===== src/rtl/instr_sequencer.sv =====
// ---------------------------------------------------------------------------
// instr_sequencer
//   Instruction fetch/execute sequencer. Fetches an opcode word and an operand
//   word from instruction memory at {pc, sel}, hands the pair to the datapath
//   with a one-cycle exec_start, waits for exec_done, then strobes pc_enable
//   to advance the PC. Supports free-running (run), single-step (step), a
//   HALT opcode left via resume, and a memory-ack timeout that parks the
//   sequencer in FAULT until reset. Every output is a flop.
//
// Ports
//   clk, reset         clock; asynchronous active-high reset
//   run, step, resume  control: run level, step pulse, resume pulse
//   pc                 current program counter
//   pc_read_enable     PC output drive enable (high during fetches)
//   pc_enable          one-cycle PC advance strobe
//   mem_req/mem_addr   instruction read request, address {pc, sel}
//   mem_ack/mem_rdata  read data valid / read data
//   opcode, operand    latched instruction words
//   exec_start         one-cycle execute strobe
//   exec_done          datapath completion (may coincide with exec_start)
//   halted, fault      status flags for HALT and FAULT states
// ---------------------------------------------------------------------------
module instr_sequencer #(
   parameter int                    DATA_WIDTH  = 16,
   parameter logic [DATA_WIDTH-1:0] HALT_OPCODE = 16'hFF00,
   parameter int                    MEM_TIMEOUT = 255
) (
   input  logic                  clk,
   input  logic                  reset,
   input  logic                  run,
   input  logic                  step,
   input  logic                  resume,
   input  logic [DATA_WIDTH-1:0] pc,
   output logic                  pc_read_enable,
   output logic                  pc_enable,
   output logic                  mem_req,
   output logic [DATA_WIDTH:0]   mem_addr,
   input  logic                  mem_ack,
   input  logic [DATA_WIDTH-1:0] mem_rdata,
   output logic [DATA_WIDTH-1:0] opcode,
   output logic [DATA_WIDTH-1:0] operand,
   output logic                  exec_start,
   input  logic                  exec_done,
   output logic                  halted,
   output logic                  fault
);

   // Counter just wide enough to hold MEM_TIMEOUT; 1 bit when disabled.
   localparam int            CW  = (MEM_TIMEOUT > 0) ? $clog2(MEM_TIMEOUT + 1) : 1;
   localparam logic [CW-1:0] TMO = CW'(MEM_TIMEOUT);

   typedef enum logic [2:0] {
      S_IDLE,
      S_FETCH_OP,
      S_FETCH_ARG,
      S_EXECUTE,
      S_COMMIT,
      S_HALT,
      S_FAULT
   } state_t;

   state_t        state, nstate;
   logic          step_mode, step_mode_n;
   logic [CW-1:0] tcnt, tcnt_n, tcnt_inc;
   logic          expired;
   logic          fetch_n;

   always_comb begin
      nstate      = state;
      step_mode_n = step_mode;
      tcnt_n      = '0;
      // saturating increment: a stuck counter can never wrap back under the limit
      tcnt_inc    = (tcnt == {CW{1'b1}}) ? tcnt : tcnt + CW'(1);
      expired     = (MEM_TIMEOUT != 0) && (tcnt_inc == TMO);

      case (state)
         S_IDLE: begin
            if (run || step) begin
               nstate      = S_FETCH_OP;
               // run+step together is treated as a step
               step_mode_n = step;
            end
         end
         S_FETCH_OP: begin
            // ack wins over an expiring timeout in the same cycle
            if (mem_ack) begin
               nstate = S_FETCH_ARG;
            end else begin
               tcnt_n = tcnt_inc;
               if (expired) nstate = S_FAULT;
            end
         end
         S_FETCH_ARG: begin
            if (mem_ack) begin
               nstate = (opcode == HALT_OPCODE) ? S_HALT : S_EXECUTE;
            end else begin
               tcnt_n = tcnt_inc;
               if (expired) nstate = S_FAULT;
            end
         end
         S_EXECUTE: begin
            if (exec_done) nstate = S_COMMIT;
         end
         S_COMMIT: begin
            nstate = (run && !step_mode) ? S_FETCH_OP : S_IDLE;
         end
         S_HALT: begin
            // resume goes through COMMIT so the PC steps past the halt word
            if (resume) nstate = S_COMMIT;
         end
         S_FAULT: begin
            nstate = S_FAULT;
         end
         default: nstate = S_IDLE;
      endcase

      fetch_n = (nstate == S_FETCH_OP) || (nstate == S_FETCH_ARG);
   end

   // Outputs are decoded from the next state and registered, so they line up
   // with the state they belong to.
   always_ff @(posedge clk or posedge reset) begin
      if (reset) begin
         state          <= S_IDLE;
         step_mode      <= 1'b0;
         tcnt           <= '0;
         mem_req        <= 1'b0;
         pc_read_enable <= 1'b0;
         pc_enable      <= 1'b0;
         exec_start     <= 1'b0;
         halted         <= 1'b0;
         fault          <= 1'b0;
         mem_addr       <= '0;
         opcode         <= '0;
         operand        <= '0;
      end else begin
         state          <= nstate;
         step_mode      <= step_mode_n;
         tcnt           <= tcnt_n;
         mem_req        <= fetch_n;
         pc_read_enable <= fetch_n;
         pc_enable      <= (nstate == S_COMMIT);
         exec_start     <= (nstate == S_EXECUTE) && (state != S_EXECUTE);
         halted         <= (nstate == S_HALT);
         fault          <= (nstate == S_FAULT);

         // Address is captured once on entry to each fetch and held while
         // mem_req is up; the operand reuses the PC captured for the opcode.
         if (nstate == S_FETCH_OP && state != S_FETCH_OP)
            mem_addr <= {pc, 1'b0};
         else if (nstate == S_FETCH_ARG && state != S_FETCH_ARG)
            mem_addr <= {mem_addr[DATA_WIDTH:1], 1'b1};

         if (state == S_FETCH_OP && mem_ack)  opcode  <= mem_rdata;
         if (state == S_FETCH_ARG && mem_ack) operand <= mem_rdata;
      end
   end

endmodule


===== config.mk =====
export PLATFORM = sky130hd
export DESIGN_NAME = instr_sequencer
export DESIGN_NICKNAME = d
export VERILOG_FILES = /design/src/rtl/instr_sequencer.sv
export SDC_FILE = /design/constraint.sdc
export NUM_CORES = 1
export LEC_CHECK = 0
export BUFFER_PORTS_ARGS = -buffer_cell sky130_fd_sc_hd__buf_2
export CORE_ASPECT_RATIO = 0.7
export CORE_MARGIN = 10
export CORE_UTILIZATION = 54
export CTS_CLUSTER_SIZE = 16
export DETAILED_ROUTE_END_ITERATION = 12
export PLACE_DENSITY = 0.9
export SLEW_MARGIN = 20
export SYNTH_ARGS = -nofsm -noshare
export SYNTH_HDL_FRONTEND = slang
export SYNTH_SLANG_ARGS = --single-unit

===== constraint.sdc =====
create_clock -name clk -period 6.9 [get_ports clk]
set_clock_uncertainty 0.2 [all_clocks]
set_input_delay 1.38 -clock clk [delete_from_list [all_inputs] [get_ports clk]]
set_output_delay 1.38 -clock clk [all_outputs]
set_load 0.01 [all_outputs]

==> flow_summary.json, run 1 <==
{
  "timing.hold.worst_path_depth": 1,
  "timing_hold_violations_final": 0,
  "worstPathCellList": "buf_2 -> nor4b_1 -> nand3_1 -> o31ai_1 -> nand2_1 -> o32a_2 -> a21oi_1",
  "htreeDepth": 3,
  "routed_wl_mm": 7.35,
  "nets_in_the_synthesized_netlist": 264,
  "vias_in_the_first_global_route": 2303,
  "p_sw_frac": 0.357,
  "post_layout_nonfiller_instances": 395,
  "die_width_um": 108,
  "post_cts_hold_buffer_count": 0,
  "crit_path_end_kind": "register",
  "p_int_uw": 1090,
  "grt.total_usage": 0.174,
  "core.rowCount": 22,
  "drt-initial-drc-count": 271,
  "max-cap-violations": 0,
  "flow.area_growth_from_synthesis_pct": 23.8,
  "worst-path-max-fanout": 10,
  "status": "finished, final reports clean",
  "share_clk_of_total_power": 0.201,
  "postRouteAntennaNets": 0,
  "floorplan.die_area_mm2": 0.00887,
  "start_util": 0.562,
  "io_pins": 94,
  "number_of_unique_standard_cell_types_used_by_synthesis": 50,
  "achievable-frequency_ghz": 0.347,
  "antenna_found_initial": 0,
  "cts_inserted_buffers": 9,
  "synth.yosys.warnings": 0,
  "post-route-drc-count": 0,
  "cts.sinks": 66,
  "timing.final.crit_period_ps": 2890,
  "slew_headroom": 0.459,
  "fin_nets": 358,
  "finalSetupViolations": 0,
  "numPlacedInstances": 379,
  "ys_dominant_reg_cell": "sky130_fd_sc_hd__dfrtp_1",
  "synth-edff-count": 0,
  "p_per_area_mw_per_mm2": 463,
  "total_switching_power_uw": 604,
  "antenna_cells_inserted": 0,
  "multi_input_comb_area_mm2": 0.00120,
  "ys_seq_area_frac": 0.559,
  "fin_crit_sh": 0.418,
  "via_count": 2187,
  "tightest_slew_ps": 811,
  "path_clk_slew_ps": 70,
  "worst_ep_required_ps": 6930,
  "die_height_um": 81.9,
  "cpMaxStageDelayCell": "sky130_fd_sc_hd__o31ai_1",
  "async_reset_ff_frac": 1.00,
  "wl_per_cell_um": 18.6,
  "synthesis.area_per_instance_um2": 13.2,
  "core_box_area_mm2": 0.00526,
  "rsz0062_at_grt": "false",
  "hpwl_mm": 5.50,
  "synth.ff_latch_count": 66,
  "report.final.slew_viol_count": 0,
  "tritoncts": "done",
  "power.sequential.fraction": 0.404,
  "fill_cells": 379,
  "grt_first_pass_wirelength_mm": 12.0,
  "arrival_ps": 2920,
  "most_common_cell_after_layout_fill_and_taps_aside": "sky130_fd_sc_hd__buf_2",
  "io_buffer_count": 93,
  "crit_path_start_kind": "input pin",
  "grt_max_degree": 67,
  "dr.pass1.iters": 4,
  "r2r_cells": 7,
  "drive_above_1_share": 0.536,
  "ff_latch_area_mm2": 0.00165,
  "mostFrequentLayoutCells": "sky130_fd_sc_hd__buf_2, sky130_fd_sc_hd__dfrtp_1, sky130_fd_sc_hd__mux2_2",
  "worst_path_largest_cell_delay_ps": 330,
  "power.combinational.fraction": 0.395,
  "worst_skew_pair.late_latency_ps": 340,
  "largest_voltage_drop_on_the_vdd_net_uv": 266,
  "setup.worst_path.class": "in2reg",
  "cts_max_path_buffers": 2,
  "post_cts_resize_count": 0,
  "post-route-util": 0.695,
  "grt_residual_overflow": 0,
  "synth_cells": 224,
  "hold_path_class": "reg2reg",
  "gp_congestion": 0.920,
  "final.setup.tns_ps": 0,
  "post_synth_instance_area_mm2": 0.00295,
  "cts.repair_timing.setup_buffer_count": 0,
  "leakage_uw": 0.00176,
  "cts_root_buf": "sky130_fd_sc_hd__clkbuf_8",
  "viasPerCell": 5.54,
  "total_power_uw": 1690
}
[final cells by class]
| type | count | share of cell area |
|---|---|---|
| sequential | 66 | 0.452 |
| multi-input combinational | 141 | 0.328 |
| timing repair buffer | 95 | 0.131 |
| clock buffer | 12 | 0.0452 |
| tap | 72 | 0.0246 |
| clock inverter | 4 | 0.0134 |
| inverter | 5 | 0.00514 |
[path summary, 6_finish.rpt]
check                                            start  slack, ps                      end
max in group asynchronous                        reset       4920  operand[12]$_DFFE_PP0P_
worst min-delay path            operand[4]$_DFFE_PP0P_        300   operand[4]$_DFFE_PP0P_
worst max register to register       tcnt[0]$_DFF_PP0_       4270        mem_req$_DFF_PP0_
min in group asynchronous                        reset       1060   operand[4]$_DFFE_PP0P_
worst min register to register  operand[4]$_DFFE_PP0P_        300   operand[4]$_DFFE_PP0P_
worst max-delay path                           mem_ack       4010        mem_req$_DFF_PP0_
[stage by stage]
step / setup WS (ps) / hold slack (ps) / area [um^2]
2_1_floorplan: 3670 / 257 / 2950
3_3_place_gp: 3840 / 276 / 3440
3_5_place_dp: 3750 / 290 / 3440
4_1_cts: 4090 / 308 / 3650
5_1_grt: 3890 / 319 / 3650
6_report: 4010 / 303 / 3650
[power groups by stage]
stage	clock (uW)	sequential, uW	combinational (uW)
3_3_place_gp	0	670	649
3_5_place_dp	0	685	678
4_1_cts	350	682	681
6_report	340	684	670
5_1_grt	366	709	729
2_1_floorplan	0	728	366
[registers in the layout, summed over array words and instances, names as in the netlist]
name	flops
exec_start	1
fault	1
halted	1
mem_addr	17
mem_req	1
opcode	16
operand	16
pc_enable	1
state	3
step_mode	1
tcnt	8
[cells in the mapped netlist (all sizes together), types with 2 or more instances]
cell type / n / area (um^2)
a211oi: 3 / 27.5
a21oi: 7 / 35.0
and2: 4 / 26.3
and3: 7 / 46.3
buf: 11 / 78.8
dfrtp: 66 / 1650
inv: 5 / 18.8
mux2: 48 / 541
mux2i: 2 / 23.8
nand2: 10 / 37.5
nand2b: 2 / 12.5
nand3: 6 / 30.0
nand4: 2 / 27.5
nor2: 12 / 52.6
nor2b: 2 / 12.5
nor3: 2 / 10.0
nor4b: 4 / 41.3
o21ai: 7 / 38.8
o21bai: 2 / 15.0
o31ai: 2 / 15.0
[routing by layer]
metal  track usage  vias to the layer above  routed length [um]
met1         0.212                     1065                2910
li1              -                      997                   -
met4        0.0735                        0                 121
met3        0.0829                       14                 792
met2         0.262                      111                3530
met5             0                        -                   0
[worst max-delay path, delay by kind of cell]
family / cells / cell delay [ps]
AOI/OAI and AO/OA: 3 / 780
buffers and inverters: 1 / 180
and+or+nand+nor: 3 / 580
[cells by family (layout without fill, tap and decap cells)]
family,count (synthesis),after routing,synth area share
AO/OA/AOI/OAI,34,34,0.0915
buffers and inverters,17,116,0.0343
AND/OR/NAND/NOR,55,55,0.117
flip-flops,66,66,0.559
multiplexers,50,50,0.191
XOR/XNOR,1,1,0.00297
adder cells (fa/ha/maj),1,1,0.00424
Power figures use the tool's default switching activity.
==> inputs of run 2 (changes only) <==
ABC_AREA = 1   (was default)
CORE_UTILIZATION = 51   (was 54)
PLACE_DENSITY = 0.86   (was 0.9)
clock period = 2.9 ns   (was 6.9 ns; I/O delays follow)
==> flow_summary.json, run 2 <==
{
  "ys_dominant_reg_cell": "sky130_fd_sc_hd__dfrtp_1",
  "core_box_area_mm2": 0.00570,
  "nets_in_the_synthesized_netlist": 387,
  "postLayoutSetupSlackWorst_ps": 226,
  "cts_max_path_buffers": 2,
  "grt.total_usage": 0.171,
  "mux_share_of_post_synthesis_cell_area": 0,
  "setup.reg_to_reg.worst_slack_ps": 230,
  "p_int_uw": 2440,
  "ys_seq_area_frac": 0.552,
  "antenna_cells_inserted": 0,
  "grt_residual_overflow": 0,
  "p_per_area_mw_per_mm2": 1140,
  "io_pins": 94,
  "postRouteAntennaNets": 0,
  "cts_root_buf": "sky130_fd_sc_hd__clkbuf_8",
  "synth_top_family_by_area": "simple AND/OR/NAND/NOR gates",
  "total_switching_power_uw": 1840,
  "largest_register_ffs": 17,
  "dr.pass1.iters": 4,
  "die_height_um": 84.1,
  "synth.area.top_cells": "sky130_fd_sc_hd__dfrtp_1, sky130_fd_sc_hd__nand2_1, sky130_fd_sc_hd__o21ai_0",
  "post_cts_resize_count": 0,
  "setup.worst_path.class": "reg2reg",
  "most_common_cell_after_layout_fill_and_taps_aside": "sky130_fd_sc_hd__nand2_1",
  "cts.sinks": 66,
  "synthXorXnorAreaFrac": 0.00293,
  "drive_above_1_share": 0.321,
  "post-synth-top-count-cell": "sky130_fd_sc_hd__nand2_1",
  "layout_top_registers": "mem_addr: 17 flops, opcode: 16 flops, operand: 16 flops",
  "numPlacedInstances": 506,
  "antenna_found_initial": 0,
  "worst_skew_pair.late_latency_ps": 340,
  "cts.repair_timing.setup_buffer_count": 0,
  "start_util": 0.525,
  "post_layout_nonfiller_instances": 527,
  "flow.area_growth_from_synthesis_pct": 25.8,
  "slew_headroom": 0.381,
  "synth_compound_gate_area_share": 0.0790,
  "post_synth_fa_ha_maj_area_fraction": 0.00418,
  "synth.yosys.warnings": 0,
  "mostFrequentLayoutCells": "sky130_fd_sc_hd__nand2_1, sky130_fd_sc_hd__buf_2, sky130_fd_sc_hd__dfrtp_1",
  "regMostFlops": "mem_addr",
  "worst-path-max-fanout": 11,
  "yosys.area_share.simple": 0.292,
  "timing.final.crit_period_ps": 2670,
  "tritoncts": "done",
  "post_cts_hold_buffer_count": 0,
  "synth-edff-count": 0,
  "fin_nets": 487,
  "gp_congestion": 0.974,
  "status": "finished, final reports clean",
  "critical_path.startpoint": "tcnt[0]$_DFF_PP0_",
  "regToRegStartpoint": "tcnt[0]$_DFF_PP0_",
  "largest_voltage_drop_on_the_vdd_net_uv": 686,
  "post_synth_instance_area_mm2": 0.00299,
  "core.rowCount": 23,
  "via_count": 2736,
  "path_clk_slew_ps": 70,
  "p_sw_frac": 0.430,
  "synth.ff_latch_count": 66,
  "arrival_ps": 2710,
  "fin_crit_sh": 0.922,
  "achievable-frequency_ghz": 0.374,
  "tightest_slew_ps": 926,
  "die_width_um": 112,
  "floorplan.die_area_mm2": 0.00938,
  "cts_inserted_buffers": 9,
  "share_clk_of_total_power": 0.166,
  "finalSetupViolations": 0,
  "cp-endpoint": "mem_addr[1]$_DFFE_PP0P_",
  "fill_cells": 457,
  "drt-initial-drc-count": 199,
  "io_buffer_count": 93,
  "routed_wl_mm": 8.12,
  "htreeDepth": 3,
  "number_of_unique_standard_cell_types_used_by_synthesis": 27,
  "leakage_uw": 0.00206,
  "timing_hold_violations_final": 0,
  "max-cap-violations": 0,
  "crit_path_end_kind": "register",
  "crit-reg2reg-capture": "mem_addr[1]$_DFFE_PP0P_",
  "worst_ep_required_ps": 2930,
  "grt_max_degree": 34,
  "power.combinational.fraction": 0.467,
  "netlist_top_cells_count": "sky130_fd_sc_hd__nand2_1, sky130_fd_sc_hd__dfrtp_1, sky130_fd_sc_hd__inv_1",
  "synthesis.area_per_instance_um2": 8.63,
  "async_reset_ff_frac": 1.00,
  "wl_per_cell_um": 15.4,
  "synth.top_cell.area_share": 0.552,
  "pre_cts_slack_ps": 196,
  "vias_in_the_first_global_route": 2756,
  "rsz0062_at_grt": "false",
  "grt_first_pass_wirelength_mm": 13.3,
  "hold_path_class": "in2async",
  "hpwl_mm": 6.01,
  "synth_cells": 347,
  "report.final.slew_viol_count": 0,
  "post-route-drc-count": 0,
  "viasPerCell": 5.19,
  "synth_top_cell_by_area": "sky130_fd_sc_hd__dfrtp_1",
  "final.setup.tns_ps": 0,
  "power.sequential.fraction": 0.367,
  "r2r_cells": 16,
  "crit_path_start_kind": "register"
}
## run 2: cell types whose count changed in the layout (fill, tap and decap cells not counted), moves of 6 or more
cell                      change
sky130_fd_sc_hd__o21ai_0     +28
sky130_fd_sc_hd__mux2_2      -48
sky130_fd_sc_hd__nand4_1     +20
sky130_fd_sc_hd__nand2_2     +16
sky130_fd_sc_hd__nand3_1      +6
sky130_fd_sc_hd__nand2_1     +92
sky130_fd_sc_hd__inv_1       +30
## run 2: power by group through the flow
stage	sequential [uW]	clock [uW]	combinational, uW
6_report	1570	710	2000
5_1_grt	1620	774	2240
4_1_cts	1560	724	1820
3_5_place_dp	1570	0	1810
3_3_place_gp	1560	0	1730
2_1_floorplan	1710	0	1030
## run 2: worst min path at each step
stage,from,end,slack (ps),depth (start not counted)
global route,reset,operand[9]$_DFFE_PP0P_,120,2
finish,reset,operand[12]$_DFFE_PP0P_,90,2
floorplan,step_mode$_DFFE_PP0P_,step_mode$_DFFE_PP0P_,240,2
global placement,mem_addr[12]$_DFFE_PP0P_,mem_addr[12]$_DFFE_PP0P_,250,2
CTS,reset,operand[12]$_DFFE_PP0P_,110,2
detailed placement,mem_addr[10]$_DFFE_PP0P_,mem_addr[10]$_DFFE_PP0P_,250,2
## run 2: kinds of logic (layout without fill, tap and decap cells)
kind of cell	after synthesis	after routing
simple gates	183	184
flops	66	66
buf+inv	50	154
compound gates	46	46
fa+ha+maj	1	1
xor+xnor	1	1
## run 2: area by class of cell
cell class / count / area (um^2) / area share
clock buffers: 11 / 151 / 0.0402
clock inverters: 5 / 36.3 / 0.00963
inverters: 36 / 135 / 0.0359
multi-input cells: 232 / 1140 / 0.303
flip-flops and latches: 66 / 1650 / 0.438
well taps: 75 / 93.8 / 0.0249
repair buffers: 102 / 558 / 0.148
## run 2: worst max-delay path, stage by stage, from the launching register on
cell and delay (ps):
sky130_fd_sc_hd__dfrtp_1 450, sky130_fd_sc_hd__ha_1 240, sky130_fd_sc_hd__nand2_2 110, sky130_fd_sc_hd__nor2_4 150
sky130_fd_sc_hd__nand2_2 180, sky130_fd_sc_hd__nand2_1 130, sky130_fd_sc_hd__nand2_1 60, sky130_fd_sc_hd__nand2_1 70
sky130_fd_sc_hd__nor2_1 50, sky130_fd_sc_hd__nand2_2 80, sky130_fd_sc_hd__nand2_1 60, sky130_fd_sc_hd__nand2_2 90
sky130_fd_sc_hd__nand2_4 80, sky130_fd_sc_hd__nor2_8 170, sky130_fd_sc_hd__nand3_2 270, sky130_fd_sc_hd__nand2_2 130
sky130_fd_sc_hd__nand2_1 60
## run 2: per-stage QoR
| stage | instance area (um^2) | utilization | hold WS (ps) | power, uW |
|---|---|---|---|---|
| 2_1_floorplan | 2990 | - | 243 | 2730 |
| 3_3_place_gp | 3510 | 0.617 | 251 | 3290 |
| 3_5_place_dp | 3510 | 0.617 | 253 | 3380 |
| 4_1_cts | 3700 | 0.650 | 107 | 4100 |
| 5_1_grt | 3770 | 0.661 | 124 | 4630 |
| 6_report | 3770 | 0.661 | 93.9 | 4280 |
## run 2: routing by layer
metal  global-route usage  routed length (um)  share of wire
met5                    0                   0              0
met4               0.0407                  68         0.0084
met3               0.0912                 820           0.10
met2                0.273                3900           0.48
met1                0.198                3320           0.41
